[src/rtl/hp_controller_if.sv]
// Scene-side bundle for hp_controller: reload/scene control, bullet hit
// requests and player collision in; grants and the monitored counters out.
interface hp_controller_if;
  logic       gamestart;
  logic [1:0] scene;
  logic [3:0] hit_req;
  logic       player_hit;
  logic [3:0] hit_gnt;
  logic [9:0] bosshp;
  logic [1:0] life;
  logic       invincible;

  // Scene FSM / bullet logic side
  modport master (
    output gamestart, scene, hit_req, player_hit,
    input  hit_gnt, bosshp, life, invincible
  );

  // hp_controller side
  modport slave (
    input  gamestart, scene, hit_req, player_hit,
    output hit_gnt, bosshp, life, invincible
  );
endinterface

[src/rtl/hp_controller.sv]
// hp_controller: boss HP and player life registers. Round-robin arbitration
// of four bullet-slot boss-hit requests with fixed damage per grant, player
// life decrement guarded by an invincibility window, reload on gamestart and
// freeze outside the game scene. All outputs are registered.
module hp_controller #(
  parameter logic [9:0]  BOSS_HP_INIT  = 10'd500,
  parameter logic [1:0]  LIFE_INIT     = 2'd3,
  parameter logic [9:0]  BULLET_DMG    = 10'd5,
  parameter logic [15:0] IFRAME_CYCLES = 16'd64
) (
  input logic           clk_22,
  input logic           rst,
  hp_controller_if.slave bus
);

  localparam logic [1:0] SCENE_GAME = 2'b01;

  typedef enum logic [1:0] {
    MODE_RELOAD,
    MODE_ACTIVE,
    MODE_FROZEN
  } mode_t;

  logic [3:0]  hit_gnt;
  logic [9:0]  bosshp;
  logic [1:0]  life;
  logic        invincible;
  logic [15:0] icnt;
  logic [1:0]  ptr;

  mode_t       mode;
  logic [3:0]  eff;
  logic        found;
  logic [1:0]  win;
  logic [1:0]  idx;
  logic [9:0]  hp_after_hit;
  logic        take_hit;

  assign bus.hit_gnt    = hit_gnt;
  assign bus.bosshp     = bosshp;
  assign bus.life       = life;
  assign bus.invincible = invincible;

  // Mode decode: reload outranks the scene check
  always_comb begin
    mode = MODE_FROZEN;
    if (bus.gamestart)
      mode = MODE_RELOAD;
    else if (bus.scene == SCENE_GAME)
      mode = MODE_ACTIVE;
  end

  // Round-robin search of the masked request vector starting at ptr
  always_comb begin
    eff   = bus.hit_req & ~hit_gnt;
    found = 1'b0;
    win   = '0;
    idx   = '0;
    for (int unsigned i = 0; i < 4; i++) begin
      idx = ptr + i[1:0];
      if (!found && eff[idx]) begin
        found = 1'b1;
        win   = idx;
      end
    end
  end

  // Saturating boss damage and player-hit qualification
  always_comb begin
    hp_after_hit = (bosshp > BULLET_DMG) ? bosshp - BULLET_DMG : '0;
    take_hit     = bus.player_hit && !invincible && (life != '0);
  end

  // Counter, grant and iframe state
  always_ff @(posedge clk_22) begin
    if (rst || mode == MODE_RELOAD) begin
      bosshp     <= BOSS_HP_INIT;
      life       <= LIFE_INIT;
      hit_gnt    <= '0;
      invincible <= 1'b0;
      icnt       <= '0;
      ptr        <= '0;
    end else begin
      hit_gnt <= '0;
      // Countdown runs in both active and frozen modes; a fresh player hit
      // below can only happen while not invincible, so it never collides
      // with an in-progress countdown.
      if (invincible) begin
        if (icnt != '0)
          icnt <= icnt - 16'd1;
        else
          invincible <= 1'b0;
      end
      if (mode == MODE_ACTIVE) begin
        if (found) begin
          hit_gnt <= 4'b0001 << win;
          ptr     <= win + 2'd1;
          bosshp  <= hp_after_hit;
        end
        if (take_hit) begin
          life       <= life - 2'd1;
          invincible <= 1'b1;
          icnt       <= IFRAME_CYCLES - 16'd1;
        end
      end
    end
  end

endmodule

[src/flat_wrapper.sv]
// flat-port wrapper written by rule: the top's interface ports become plain ports
module hp_controller_flat 
#(
  parameter logic [9:0]  BOSS_HP_INIT  = 10'd500,
  parameter logic [1:0]  LIFE_INIT     = 2'd3,
  parameter logic [9:0]  BULLET_DMG    = 10'd5,
  parameter logic [15:0] IFRAME_CYCLES = 16'd64
)
  (clk_22, rst, bus_gamestart, bus_scene, bus_hit_req, bus_player_hit, bus_hit_gnt, bus_bosshp, bus_life, bus_invincible);
  hp_controller_if bus_i ();
  input logic clk_22;
  input logic rst;
  input wire logic [$bits(bus_i.gamestart)-1:0] bus_gamestart;
  input wire logic [$bits(bus_i.scene)-1:0] bus_scene;
  input wire logic [$bits(bus_i.hit_req)-1:0] bus_hit_req;
  input wire logic [$bits(bus_i.player_hit)-1:0] bus_player_hit;
  output wire logic [$bits(bus_i.hit_gnt)-1:0] bus_hit_gnt;
  output wire logic [$bits(bus_i.bosshp)-1:0] bus_bosshp;
  output wire logic [$bits(bus_i.life)-1:0] bus_life;
  output wire logic [$bits(bus_i.invincible)-1:0] bus_invincible;
  assign bus_i.gamestart = bus_gamestart;
  assign bus_i.scene = bus_scene;
  assign bus_i.hit_req = bus_hit_req;
  assign bus_i.player_hit = bus_player_hit;
  assign bus_hit_gnt = bus_i.hit_gnt;
  assign bus_bosshp = bus_i.bosshp;
  assign bus_life = bus_i.life;
  assign bus_invincible = bus_i.invincible;
  hp_controller #(.BOSS_HP_INIT(BOSS_HP_INIT), .LIFE_INIT(LIFE_INIT), .BULLET_DMG(BULLET_DMG), .IFRAME_CYCLES(IFRAME_CYCLES)) u_core (.clk_22(clk_22), .rst(rst), .bus(bus_i));
endmodule
[config.mk]
export PLATFORM = sky130hd
export DESIGN_NAME = hp_controller_flat
export DESIGN_NICKNAME = d
export VERILOG_FILES = /design/src/rtl/hp_controller_if.sv /design/src/rtl/hp_controller.sv /design/src/flat_wrapper.sv
export SDC_FILE = /design/constraint.sdc
export NUM_CORES = 1
export LEC_CHECK = 0
export ABC_AREA = 1
export BUFFER_PORTS_ARGS = -buffer_cell sky130_fd_sc_hd__buf_2
export CAP_MARGIN = 20
export CORE_ASPECT_RATIO = 0.8
export CORE_MARGIN = 5
export CORE_UTILIZATION = 50
export CTS_CLUSTER_SIZE = 16
export DETAILED_ROUTE_END_ITERATION = 10
export PLACE_DENSITY = 0.7
export SYNTH_ARGS = -nofsm -noshare
export SYNTH_HDL_FRONTEND = slang
export SYNTH_SLANG_ARGS = --single-unit
[constraint.sdc]
create_clock -name clk_22 -period 3.18 [get_ports clk_22]
set_input_delay 0 -clock clk_22 [delete_from_list [all_inputs] [get_ports clk_22]]
set_output_delay 0 -clock clk_22 [all_outputs]
set_load 0.02 [all_outputs]
==> metrics.md, run 1 <==
| Metric | Value |
|---|---|
| Outcome | finished, final reports clean |
| Core region area | 0.004230 mm2 |
| CTS tree | done |
| Period minus WS final | 2.158 ns |
| CTS resizes | 0 |
| # DRC | 0 |
| Hold buffers post-CTS | 0 |
| GR peak layer | met1 |
| Crit end category | register |
| Synthesized area per cell | 6.845 um2 |
| WL final | between 4000 and 5000 um |
| Cell area after synthesis | between 0.002 and 0.0025 mm2 |
| Mapped Cells | between 300 and 400 |
| Worst r2r path cells | 9 |
| Worst clock skew | around 0.0030 ns |
| CP Data Required Time | about 3.3 ns |
| Met3 Track Usage GR | about 3.7% |
| Port bufs | 26 |
| Area of the multi-input gates | ~0.0013 mm2 |
| Final Setup Violations | 0 |
| Yosys warns | 0 |
| Die H | between 60 and 70 um |
| Postcts setup bufs | 0 |
| DR WL/cell | 11.41 um |
| GRT met1 Usage | approximately 26% |
| Hold Crit Class | in2reg |
| Io pins | 27 |
| Largest net degree at the start of global routing | 19 |
| ANT nets after route | 0 |
| Critical path class | reg2reg |
| Slowest stage delay, CP | approximately 0.56 ns |
| Via-to-Cell Ratio | around 5 |
| Crit Reg-Reg Startpoint | u_core.ptr[0] |
| GR Overflow Total | 0 |
| Worst-path maximum fanout | 12 |
| RSZ-0062 raised after global routing | false |
| Die area | around 0.006 mm2 |
| Iteration-0 DRC Markers | around 130 |
| Critical-path top delay cell | dfxtp_1 |
| Die W | around 84 um |
| Measured slew at the worst slew-check pin | between 0.5 and 0.6 ns |
| Share of cells above drive strength 1 | a little under a fifth |
| Setup WS pre-CTS | approximately 1.1 ns |
| Fin. max-slew vios | 0 |
| Max transition margin | 60.05% |
| Startpoint types | register |
| Crit path top cell by count | nand3_1 |
| Synth Register Bits | 35 |
| R2r setup slk | roughly 1 ns |
| P&R area growth vs syn | 10.02% |
| Root buf cell | clkbuf_8 |
| Synth unique cells | 34 |
| Clk_lat worst skew | around 0.27 ns |
| VDD IR-drop max | 0.2585 mV |
| First-pass GRT wire length | roughly 8300 um |
| Layout Nets | around 370 |
| Vias in the first global route | between 1.5k and 2k |
| Finished Layout Cells | ~400 |
| Max cap viols | 0 |
| Setup TNS | 0 ns |
| Htree depth | 2 |
| Leak | about 1.2 nW |
| Fmax | around 0.46 GHz |
| Reg clk slew, reported paths | 0.06 ns |
| Sink Count | 35 |
| Fin crit share | about two thirds |
| Cell count after placement | 401 |
| Pre-Repair DR Iteration Count | 4 |
| Antenna cells | 0 |
| Post-synth top area cell | dfxtp_1 |
| FP Rows | 21 |
| Via count | around 2.0k |
| Clock Path Buffers | 2 |
| Post-synth top area share | approximately a third |
| Initial core utilization | between 50% and 60% |
| GRT Util Overall | between 15 and 20% |
| Hold slack | between 0.1 and 0.15 ns |
| Synth top area cells | dfxtp_1 (32%), nand2_1 (12%), nand3_1 (7.0%) |
| CP cell instances | inv_6 > nand3_1 > nand3_1 > nand2_2 > nand3_2 > o21ai_2 > inv_2 > nand3_1 > o211ai_2 |
| Hpwl dp | between 3000 and 4000 um |
| Initial antenna violation count | 0 |
| Final hold violations | 0 |
| Crit path from | u_core.ptr[0] |
| Setup ws final | between 1 and 1.5 ns |
| Sequential-to-total area share from yosys stat | 31.69% |
| Num CTS Buffers | 5 |
| Crit path DAT | between 2 and 2.5 ns |
| Mapped Nets | between 300 and 400 |
| Grt met2 use | 23.64% |
| Filler cells | 440 |
| Reg area | about 700 um2 |
| End of the critical path | u_core.bus.bosshp[8] |
| Pwr Density | 348.3 mW/mm2 |
| Routability cong. | around 0.85 |
| Terminus of the critical flop-to-flop path | u_core.bus.bosshp[8] |
flip-flops by register name (all words and copies together), names as in the netlist:
name and cells:
u_core.bus.invincible 1, u_core.bus.life 2, u_core.icnt 16, u_core.bus.hit_gnt 4, u_core.ptr 2, u_core.bus.bosshp 10
cell usage after synthesis (all sizes together):
library cell   n
nand4          2
buf            5
nand2         81
nand3b         3
dfxtp         35
xor2          11
nor2          46
a21oi         19
inv           44
a31oi          1
and3           1
or2            2
o211ai         6
o21ai         15
ha             5
nand3         34
nor3          10
clkbuf         1
o21bai         1
o21a           1
metal layers:
metal	routed length [um]	vias to the layer above
met5	0	-
met4	48	0
met2	1867	45
met3	284	4
met1	2444	909
li1	-	1089
cells in the final DEF, fill, tap and decap left out, types with 2 or more instances in the layout:
| cell | count |
|---|---|
| buf_2 | 26 |
| nand4_1 | 2 |
| o21ai_1 | 4 |
| a21oi_1 | 19 |
| inv_6 | 2 |
| ha_1 | 5 |
| nor2_4 | 2 |
| o21ai_0 | 9 |
| o21ai_2 | 2 |
| inv_1 | 37 |
| o211ai_1 | 2 |
| xor2_1 | 11 |
| dfxtp_1 | 35 |
| clkbuf_8 | 5 |
| nand3b_1 | 2 |
| or2_0 | 2 |
| nand3_1 | 31 |
| o211ai_2 | 4 |
| nor2_1 | 40 |
| inv_2 | 4 |
| nand2_2 | 6 |
| nor2_2 | 4 |
| nor3_1 | 8 |
| nand3_2 | 3 |
| nand2_4 | 2 |
| nand2_1 | 73 |
stage by stage:
step           utilization (%)  power [W]  instance area [um2]
2_1_floorplan                -  0.0005457                 2211
3_5_place_dp             55.78  0.0005690                 2360
3_3_place_gp             55.78  0.0005684                 2360
6_report                 57.50  0.0008472                 2432
5_1_grt                  57.50  0.0008902                 2432
4_1_cts                  57.50  0.0008577                 2432
how the worst min path moves through the flow:
stage | slack, ns | endpoint | startpoint | cells after the start
2_1_floorplan | 0.27 | u_core.bus.bosshp[0] | rst | 3
3_3_place_gp | 0.43 | u_core.bus.bosshp[6] | rst | 4
3_5_place_dp | 0.43 | u_core.bus.bosshp[6] | rst | 4
4_1_cts | 0.14 | u_core.bus.bosshp[6] | rst | 4
5_1_grt | 0.17 | u_core.bus.bosshp[6] | rst | 4
6_report | 0.14 | u_core.bus.bosshp[4] | rst | 4
critical path, delay by kind of cell, from the launching register on:
kind,cells,cell delay [ns]
AND/OR/NAND/NOR,5,0.58
flip-flops,1,0.56
AO/OA/AOI/OAI,2,0.56
buffers and inverters,2,0.33
kinds of logic after synthesis:
| kind of cell | Yosys count | synth area share (%) |
|---|---|---|
| flip-flops | 35 | 31.69 |
| XOR/XNOR | 11 | 4.358 |
| AND/OR/NAND/NOR | 179 | 38.43 |
| adder cells (fa/ha/maj) | 5 | 2.830 |
| buffers and inverters | 50 | 10.75 |
| AO/OA/AOI/OAI | 43 | 11.94 |
power by group:
part	switching [W]	internal (W)	leakage, nW
logic	0.0000723	0.0000370	0.897
registers	0.00000659	0.000444	0.283
clock network	0.000142	0.000146	0.0371
cell type report:
cell class / instances / area share (%)
Clock buffer: 6 / 2.984
Inverter: 44 / 7.305
Multi-Input combinational cell: 238 / 52.31
Sequential cell: 35 / 28.81
Tap cell: 57 / 2.932
Timing Repair Buffer: 27 / 5.658
Note: power is estimated with default switching activity, not from simulation.
==> run 2: changes to the inputs <==
Settings changed: ABC_AREA 1 to 0, PLACE_DENSITY 0.7 to 0.72.
Clock period 3.18 ns to 2 ns, I/O delays scaled along.
==> run 2 against run 1 <==
  * The flow now finishes with violations (negative setup slack)
  * Largest power group unchanged
  * Combinational power is 10% higher
  * Clock skew about the same
  * Critical path depth shrank 4
  * Die area down 17%
  * Critical endpoint is now u_core.icnt[1]
  * Synthesized area decreased by 20%
  * Fmax up 3.8%
  * Final area shrank 8.3%
  * Power rose by 56%
  * Hold slack lost 0.075 ns
  * Global-route usage shrank 0.31 points
  * Flip-flop and latch count is the same
  * Clock power up 70%
==> metrics.md, run 2 <==
| Metric | Value |
|---|---|
| Max transition margin | 64.86% (was 60.05%) |
| Crit end category | register (unchanged) |
| First-pass GRT wire length | 6734 um (was 8349 um) |
| Cell Area, Placed | 0.002093 mm2 (was 0.002360 mm2) |
| Measured slew at the worst slew-check pin | 0.5216 ns (was 0.5991 ns) |
| Routability cong. | 0.8576 (was 0.8490) |
| Die H | 63.24 um (was 69.48 um) |
| Final Setup Violations | 3 (was 0) |
| GRT Util Overall | 16.80% (was 17.12%) |
| # DRC | 0 (unchanged) |
| Leak | 0.8922 nW (was 1.217 nW) |
| Core region area | 0.003423 mm2 (was 0.004230 mm2) |
| Htree depth | 2 (unchanged) |
| DR WL/cell | 13.22 um (was 11.41 um) |
| Initial antenna violation count | 0 (unchanged) |
| Startpoint types | register (unchanged) |
| P&R area growth vs syn | 25.92% (was 10.02%) |
| Share of cells above drive strength 1 | 27.84% (was 18.57%) |
| CP Data Required Time | 2.22 ns (was 3.34 ns) |
| Io pins | 27 (unchanged) |
| Via count | 1616 (was 2047) |
| Fin crit share | 103.9% (was 67.86%) |
| Final Power | 0.001318 W (was 0.0008472 W) |
| Largest net degree at the start of global routing | 17 (was 19) |
| Layout Nets | 269 (was 366) |
| Cell area after synthesis | 0.001772 mm2 (was 0.002211 mm2) |
| VDD IR-drop max | 0.5038 mV (was 0.2585 mV) |
| Hold buffers post-CTS | 0 (unchanged) |
| Initial core utilization | 51.75% (was 52.26%) |
| Critical path class | reg2reg (unchanged) |
| Crit path DAT | 2.30 ns (was 2.32 ns) |
| Largest Register | u_core.icnt (unchanged) |
| Synth top cells by count | dfxtp_1 (35), nor2_1 (32), a21oi_1 (14), nand2_1 (10), xnor2_1 (10) (was nand2_1 (73), nor2_1 (40), inv_1 (37), dfxtp_1 (35), nand3_1 (31)) |
| Biggest regs | u_core.icnt: 16 flops, u_core.bus.bosshp: 10 flops, u_core.bus.hit_gnt: 4 flops (unchanged) |
| Vias in the first global route | 1489 (was 1859) |
| Max reg flops | 16 (unchanged) |
| Commonest non-fill, non-tap cell in the layout | dfxtp_1 (was nand2_1) |
| Sequential cell fraction of total power | 53.7% (was 53.2%) |
| Reg clk slew, reported paths | 0.07 ns (was 0.06 ns) |
| Clock Path Buffers | 2 (unchanged) |
| Sink Count | 35 (unchanged) |
| Clk_lat worst skew | 0.29 ns (was 0.27 ns) |
| Switching Fraction | 24.41% (was 26.04%) |
| Setup ws final | -0.07826 ns (was 1.022 ns) |
| Mapped Cells | 204 (was 323) |
| Most frequent cells in the layout | dfxtp_1 (34), nor2_1 (32), buf_2 (26) (was nand2_1 (73), nor2_1 (40), inv_1 (37)) |
| Worst clock skew | 0.002746 ns (was 0.002986 ns) |
| Worst-path maximum fanout | 7 (was 12) |
| Post-synth EDFFs | 0 (unchanged) |
| Post-synth top flop | dfxtp_1 (unchanged) |
| FP Rows | 19 (was 21) |
| Die area | 0.004841 mm2 (was 0.005860 mm2) |
| Reg area | 701.9 um2 (was 700.7 um2) |
| Max cap viols | 0 (unchanged) |
| Yosys warns | 0 (unchanged) |
| Post-synth top area cell | dfxtp_1 (unchanged) |
| RSZ-0062 raised after global routing | true (was false) |
| Outcome | finished, violations left (was finished, final reports clean) |
| Filler cells | 301 (was 440) |
| Post-synth top area share | 39.55% (was 31.69%) |
| Pwr Density | 590.9 mW/mm2 (was 348.3 mW/mm2) |
| ANT nets after route | 0 (unchanged) |
| CTS tree | done (unchanged) |
| WL final | 3927 um (was 4644 um) |
| Psw | 0.0003218 W (was 0.0002206 W) |
| Synth top area cells | dfxtp_1 (40%), nor2_1 (6.8%), xnor2_1 (4.9%) (was dfxtp_1 (32%), nand2_1 (12%), nand3_1 (7.0%)) |
| Cell count after placement | 287 (was 401) |
| Clk pwr share | 37.2% (was 33.9%) |
| Asr flop ratio synth | 0% (unchanged) |
| Iteration-0 DRC Markers | 100 (was 129) |
| Via-to-Cell Ratio | 5.441 (was 5.029) |
| Port bufs | 26 (unchanged) |
| Mapped Nets | 219 (was 338) |
| R2r setup slk | -0.08 ns (was 1.02 ns) |
| Root buf cell | clkbuf_8 (unchanged) |
| Cell Int Power | 0.0009965 W (was 0.0006266 W) |
| Fin. max-slew vios | 0 (unchanged) |
| Logic pwr share | 9.1% (was 12.9%) |
| Antenna cells | 0 (unchanged) |
| Die W | 76.55 um (was 84.35 um) |
| Synth unique cells | 47 (was 34) |
| Most common cell in the netlist | dfxtp_1 (was nand2_1) |
| Synthesized area per cell | 8.685 um2 (was 6.845 um2) |
| Failing checks | negative setup slack |
| Hpwl dp | 2745 um (was 3576 um) |
| Pre-Repair DR Iteration Count | 4 (unchanged) |
| Synth Register Bits | 35 (unchanged) |
| Hold Crit Class | in2reg (unchanged) |
| Final hold violations | 0 (unchanged) |
| Fmax | 0.4812 GHz (was 0.4634 GHz) |
| Finished Layout Cells | 297 (was 407) |
| Area of the multi-input gates | 0.001059 mm2 (was 0.001272 mm2) |
| Design area | 0.002231 mm2 (was 0.002432 mm2) |
| Period minus WS final | 2.078 ns (was 2.158 ns) |
| Num CTS Buffers | 5 (unchanged) |
| Sequential-to-total area share from yosys stat | 39.55% (was 31.69%) |
| GR Overflow Total | 0 (unchanged) |
## run 2: per-stage QoR
stage | utilization (%) | worst slack, ns | hold WS (ns) | TNS (ns)
after floorplan | - | -0.1204 | 0.1462 | -0.1204
after global placement | 61.15 | -0.03425 | 0.3540 | -0.03425
after detailed placement | 61.15 | -0.05556 | 0.3658 | -0.06287
after CTS | 63.63 | -0.06417 | 0.06139 | -0.08092
after global routing | 65.17 | -0.1161 | 0.07997 | -0.4456
final | 65.17 | -0.07826 | 0.06780 | -0.1100
## run 2: power by group through the flow
stage,Combinational (W),Clock [W],Sequential (W)
2_1_floorplan,0.0000701,0,0.000728
3_3_place_gp,0.000113,0,0.000723
3_5_place_dp,0.000114,0,0.000724
4_1_cts,0.000115,0.000504,0.000708
5_1_grt,0.000133,0.000543,0.000709
6_report,0.000120,0.000490,0.000708
## run 2: final timing paths
check / to / start / depth (start not counted)
min reg2reg: u_core.icnt[9] / u_core.icnt[9] / 2
min: u_core.bus.life[0] / rst / 4
max: u_core.icnt[1] / u_core.icnt[13] / 5
max reg2reg: u_core.icnt[1] / u_core.icnt[13] / 5
## run 2: critical path, cell delays in order, from the launching register on
cell	delay, ns
dfxtp_1	0.31
or4_4	0.53
or4b_4	0.57
o21ai_4	0.17
mux2_4	0.32
a21oi_2	0.12
## run 2: cell families after synthesis
group	after synthesis	share of synthesized area, %
adders and majority gates	5	3.531
buffers and inverters	15	3.601
xor gates and xnor gates	16	7.909
and+or+nand+nor	85	25.85
AOI/OAI and AO/OA	47	18.93
muxes	1	0.6355
DFF	35	39.55
## run 2: final cells by class
class	instances	share of cell area, %
inverter	9	1.514
clock buffer	7	3.421
tap	42	2.356
timing repair buffer	49	13.57
clock inverter	1	0.2243
multi-input combinational	154	47.45
sequential	35	31.46
## run 2: timing repair
| action | 4_1_cts | 5_1_grt |
|---|---|---|
| pin swaps | 1 | 3 |
| resized for setup | 1 | 5 |
| hold endpoints to repair | 0 | 0 |
| setup buffers | 0 | 2 |
| setup endpoints to repair | 4 | 16 |
## run 2: per-layer routing
| layer | part of all wire (%) | wire [um] | vias to the layer above | global-route usage [%] |
|---|---|---|---|---|
| met5 | 0 | 0 | - | 0 |
| met4 | 1.6 | 62 | 0 | 7.205 |
| met3 | 6.0 | 236 | 7 | 4.558 |
| met2 | 42 | 1644 | 49 | 22.44 |
| met1 | 50 | 1983 | 736 | 24.85 |
| li1 | - | - | 824 | - |
==> run 3: changes to the inputs <==
Settings changed: REMOVE_ABC_BUFFERS from default to 1.
==> run 3 against run 2 <==
  * The run still ends with negative setup slack left
  * Die area stayed put
  * Fmax down 0.39%
  * Register-to-register slack barely moved
  * Critical path type unchanged
  * Hold slack got worse by 0.0098 ns
  * Via count is 1.7% lower
  * Largest cell class unchanged
  * Highest routed layer unchanged
  * Critical path depth unchanged
  * Power increased by 1.4%
  * Setup slack worse by 0.0082 ns
  * Flip-flop and latch count did not move
  * Clock power rose by 4.3%
  * Non-clock buffer count shrank 1
==> metrics.md, run 3 (same netlist as run 2, synthesis figures left out) <==
| Metric | Value |
|---|---|
| Setup ws final | -0.08644 ns (was -0.07826 ns) |
| Commonest non-fill, non-tap cell in the layout | dfxtp_1 (unchanged) |
| RSZ-0062 raised after global routing | true (unchanged) |
| HP Start | rst (unchanged) |
| Leak | 0.8675 nW (was 0.8922 nW) |
| Max transition margin | 71.07% (was 64.86%) |
| Startpoint types | register (unchanged) |
| Finished Layout Cells | 295 (was 297) |
| Hold Crit Class | in2reg (unchanged) |
| Period minus WS final | 2.086 ns (was 2.078 ns) |
| Crit Reg-Reg Startpoint | u_core.icnt[11] (was u_core.icnt[13]) |
| Crit path DAT | 2.30 ns (about the same) |
| Outcome | finished, violations left (unchanged) |
| Sink Count | 35 (unchanged) |
| Biggest regs | u_core.icnt: 16 flops, u_core.bus.bosshp: 10 flops, u_core.bus.hit_gnt: 4 flops (unchanged) |
| Fmax | 0.4793 GHz (was 0.4812 GHz) |
| Antenna cells | 0 (unchanged) |
| Via count | 1588 (was 1616) |
| Critical-path top delay cell | or4b_4 (unchanged) |
| # DRC | 0 (unchanged) |
| Port bufs | 26 (unchanged) |
| Clock Path Buffers | 2 (unchanged) |
| Iteration-0 DRC Markers | 137 (was 100) |
| Reg clk slew, reported paths | 0.07 ns (about the same) |
| Final Setup Violations | 4 (was 3) |
| Pre-Repair DR Iteration Count | 4 (unchanged) |
| Crit end category | register (unchanged) |
| FP Rows | 19 (unchanged) |
| Filler cells | 298 (was 301) |
| Cell Area, Placed | 0.002082 mm2 (was 0.002093 mm2) |
| Cell count after placement | 287 (unchanged) |
| Largest Register | u_core.icnt (unchanged) |
| VDD IR-drop max | 0.5023 mV (was 0.5038 mV) |
| Vias in the first global route | 1535 (was 1489) |
| Die area | 0.004841 mm2 (unchanged) |
| Design area | 0.002187 mm2 (was 0.002231 mm2) |
| Htree depth | 2 (unchanged) |
| Largest net degree at the start of global routing | 17 (unchanged) |
| P&R area growth vs syn | 23.45% (was 25.92%) |
| Num CTS Buffers | 5 (unchanged) |
| Final Power | 0.001337 W (was 0.001318 W) |
| Clk_lat worst skew | 0.28 ns (was 0.29 ns) |
| Die H | 63.24 um (unchanged) |
| Pwr Density | 611.4 mW/mm2 (was 590.9 mW/mm2) |
| Setup TNS | -0.1680 ns (was -0.1100 ns) |
| Critical path class | reg2reg (unchanged) |
| Die W | 76.55 um (unchanged) |
| CP cell instances | or4_4 > or4b_4 > o21ai_4 > mux2_4 > a21oi_2 (unchanged) |
| Failing checks | negative setup slack (unchanged) |
| Fin. max-slew vios | 0 (unchanged) |
| Routability cong. | 0.8045 (was 0.8576) |
| WL final | 4031 um (was 3927 um) |
| Hpwl dp | 2987 um (was 2745 um) |
| Worst clock skew | 0.005836 ns (was 0.002746 ns) |
| Initial antenna violation count | 0 (unchanged) |
| Initial core utilization | 51.75% (unchanged) |
| Share of cells above drive strength 1 | 26.88% (was 27.84%) |
| Fin crit share | 104.3% (was 103.9%) |
| GR Overflow Total | 0 (unchanged) |
| Root buf cell | clkbuf_8 (unchanged) |
| Most frequent cells in the layout | dfxtp_1 (35), nor2_1 (32), buf_2 (26) (was dfxtp_1 (34), nor2_1 (32), buf_2 (26)) |
| Io pins | 27 (unchanged) |
| ANT nets after route | 0 (unchanged) |
| First-pass GRT wire length | 7127 um (was 6734 um) |
| DR WL/cell | 13.66 um (was 13.22 um) |
| GRT Util Overall | 18.16% (was 16.80%) |
| Via-to-Cell Ratio | 5.383 (was 5.441) |
| CTS tree | done (unchanged) |
| Max cap viols | 0 (unchanged) |
| CP Data Required Time | 2.22 ns (about the same) |
| Worst-path maximum fanout | 7 (unchanged) |
| Slowest stage delay, CP | 0.57 ns (about the same) |
| Hold slack | 0.05799 ns (was 0.06780 ns) |
| Layout Nets | 268 (was 269) |
| Crit path from | u_core.icnt[11] (was u_core.icnt[13]) |
| Final hold violations | 0 (unchanged) |
| Core region area | 0.003423 mm2 (unchanged) |
| Measured slew at the worst slew-check pin | 0.4339 ns (was 0.5216 ns) |
| Max reg flops | 16 (unchanged) |
[run 3: timing repair]
action,CTS,global route
pin swaps,0,3
hold buffers,0,0
resized for setup,2,1
endpoints found under the setup margin,3,11
buffers inserted,0,1
[run 3: worst paths after layout]
| kind | endpoint | slack (ns) | depth (start not counted) |
|---|---|---|---|
| setup / recovery | u_core.icnt[1] | -0.09 | 5 |
| hold reg to reg | u_core.icnt[9] | 0.47 | 2 |
| hold / removal | u_core.bus.life[0] | 0.06 | 4 |
| setup reg to reg | u_core.icnt[1] | -0.09 | 5 |
[run 3: per-stage QoR]
| step | utilization [%] | worst slack (ns) |
|---|---|---|
| after detailed placement | 60.82 | -0.07791 |
| final | 63.89 | -0.08644 |
| after global placement | 60.82 | -0.05133 |
| after floorplan | - | -0.09297 |
| after global routing | 63.89 | -0.1388 |
| after CTS | 63.60 | -0.07947 |
[run 3: final cells by class]
type | instances | area (um2) | area share (%)
multi-input cells | 154 | 1017 | 46.51
flip-flops and latches | 35 | 700.7 | 32.04
repair buffers | 48 | 295.3 | 13.50
clock buffers | 6 | 82.58 | 3.776
well taps | 42 | 52.55 | 2.403
inverters | 9 | 33.78 | 1.545
clock inverters | 1 | 5.005 | 0.2288
[run 3: layer usage]
layer | global-route usage, % | routed length, um | up-vias | part of all wire (%)
met1 | 26.70 | 2141 | 731 | 53
met2 | 24.47 | 1672 | 29 | 41
met5 | 0 | 0 | - | 0
li1 | - | - | 823 | -
met4 | 4.585 | 40 | 0 | 0.99
met3 | 6.980 | 176 | 5 | 4.4
[run 3: critical path: cells and delay by family (launching register included)]
| family | cells | cell delay (ns) |
|---|---|---|
| mux | 1 | 0.32 |
| compound gates | 2 | 0.29 |
| simple gates | 2 | 1.10 |
| flops | 1 | 0.31 |
[run 3: power breakdown]
part | switching [W] | internal [W]
clock network | 0.000241 | 0.000270
registers | 0.00000528 | 0.000703
logic | 0.0000693 | 0.0000487
total | 0.000316 | 0.00102
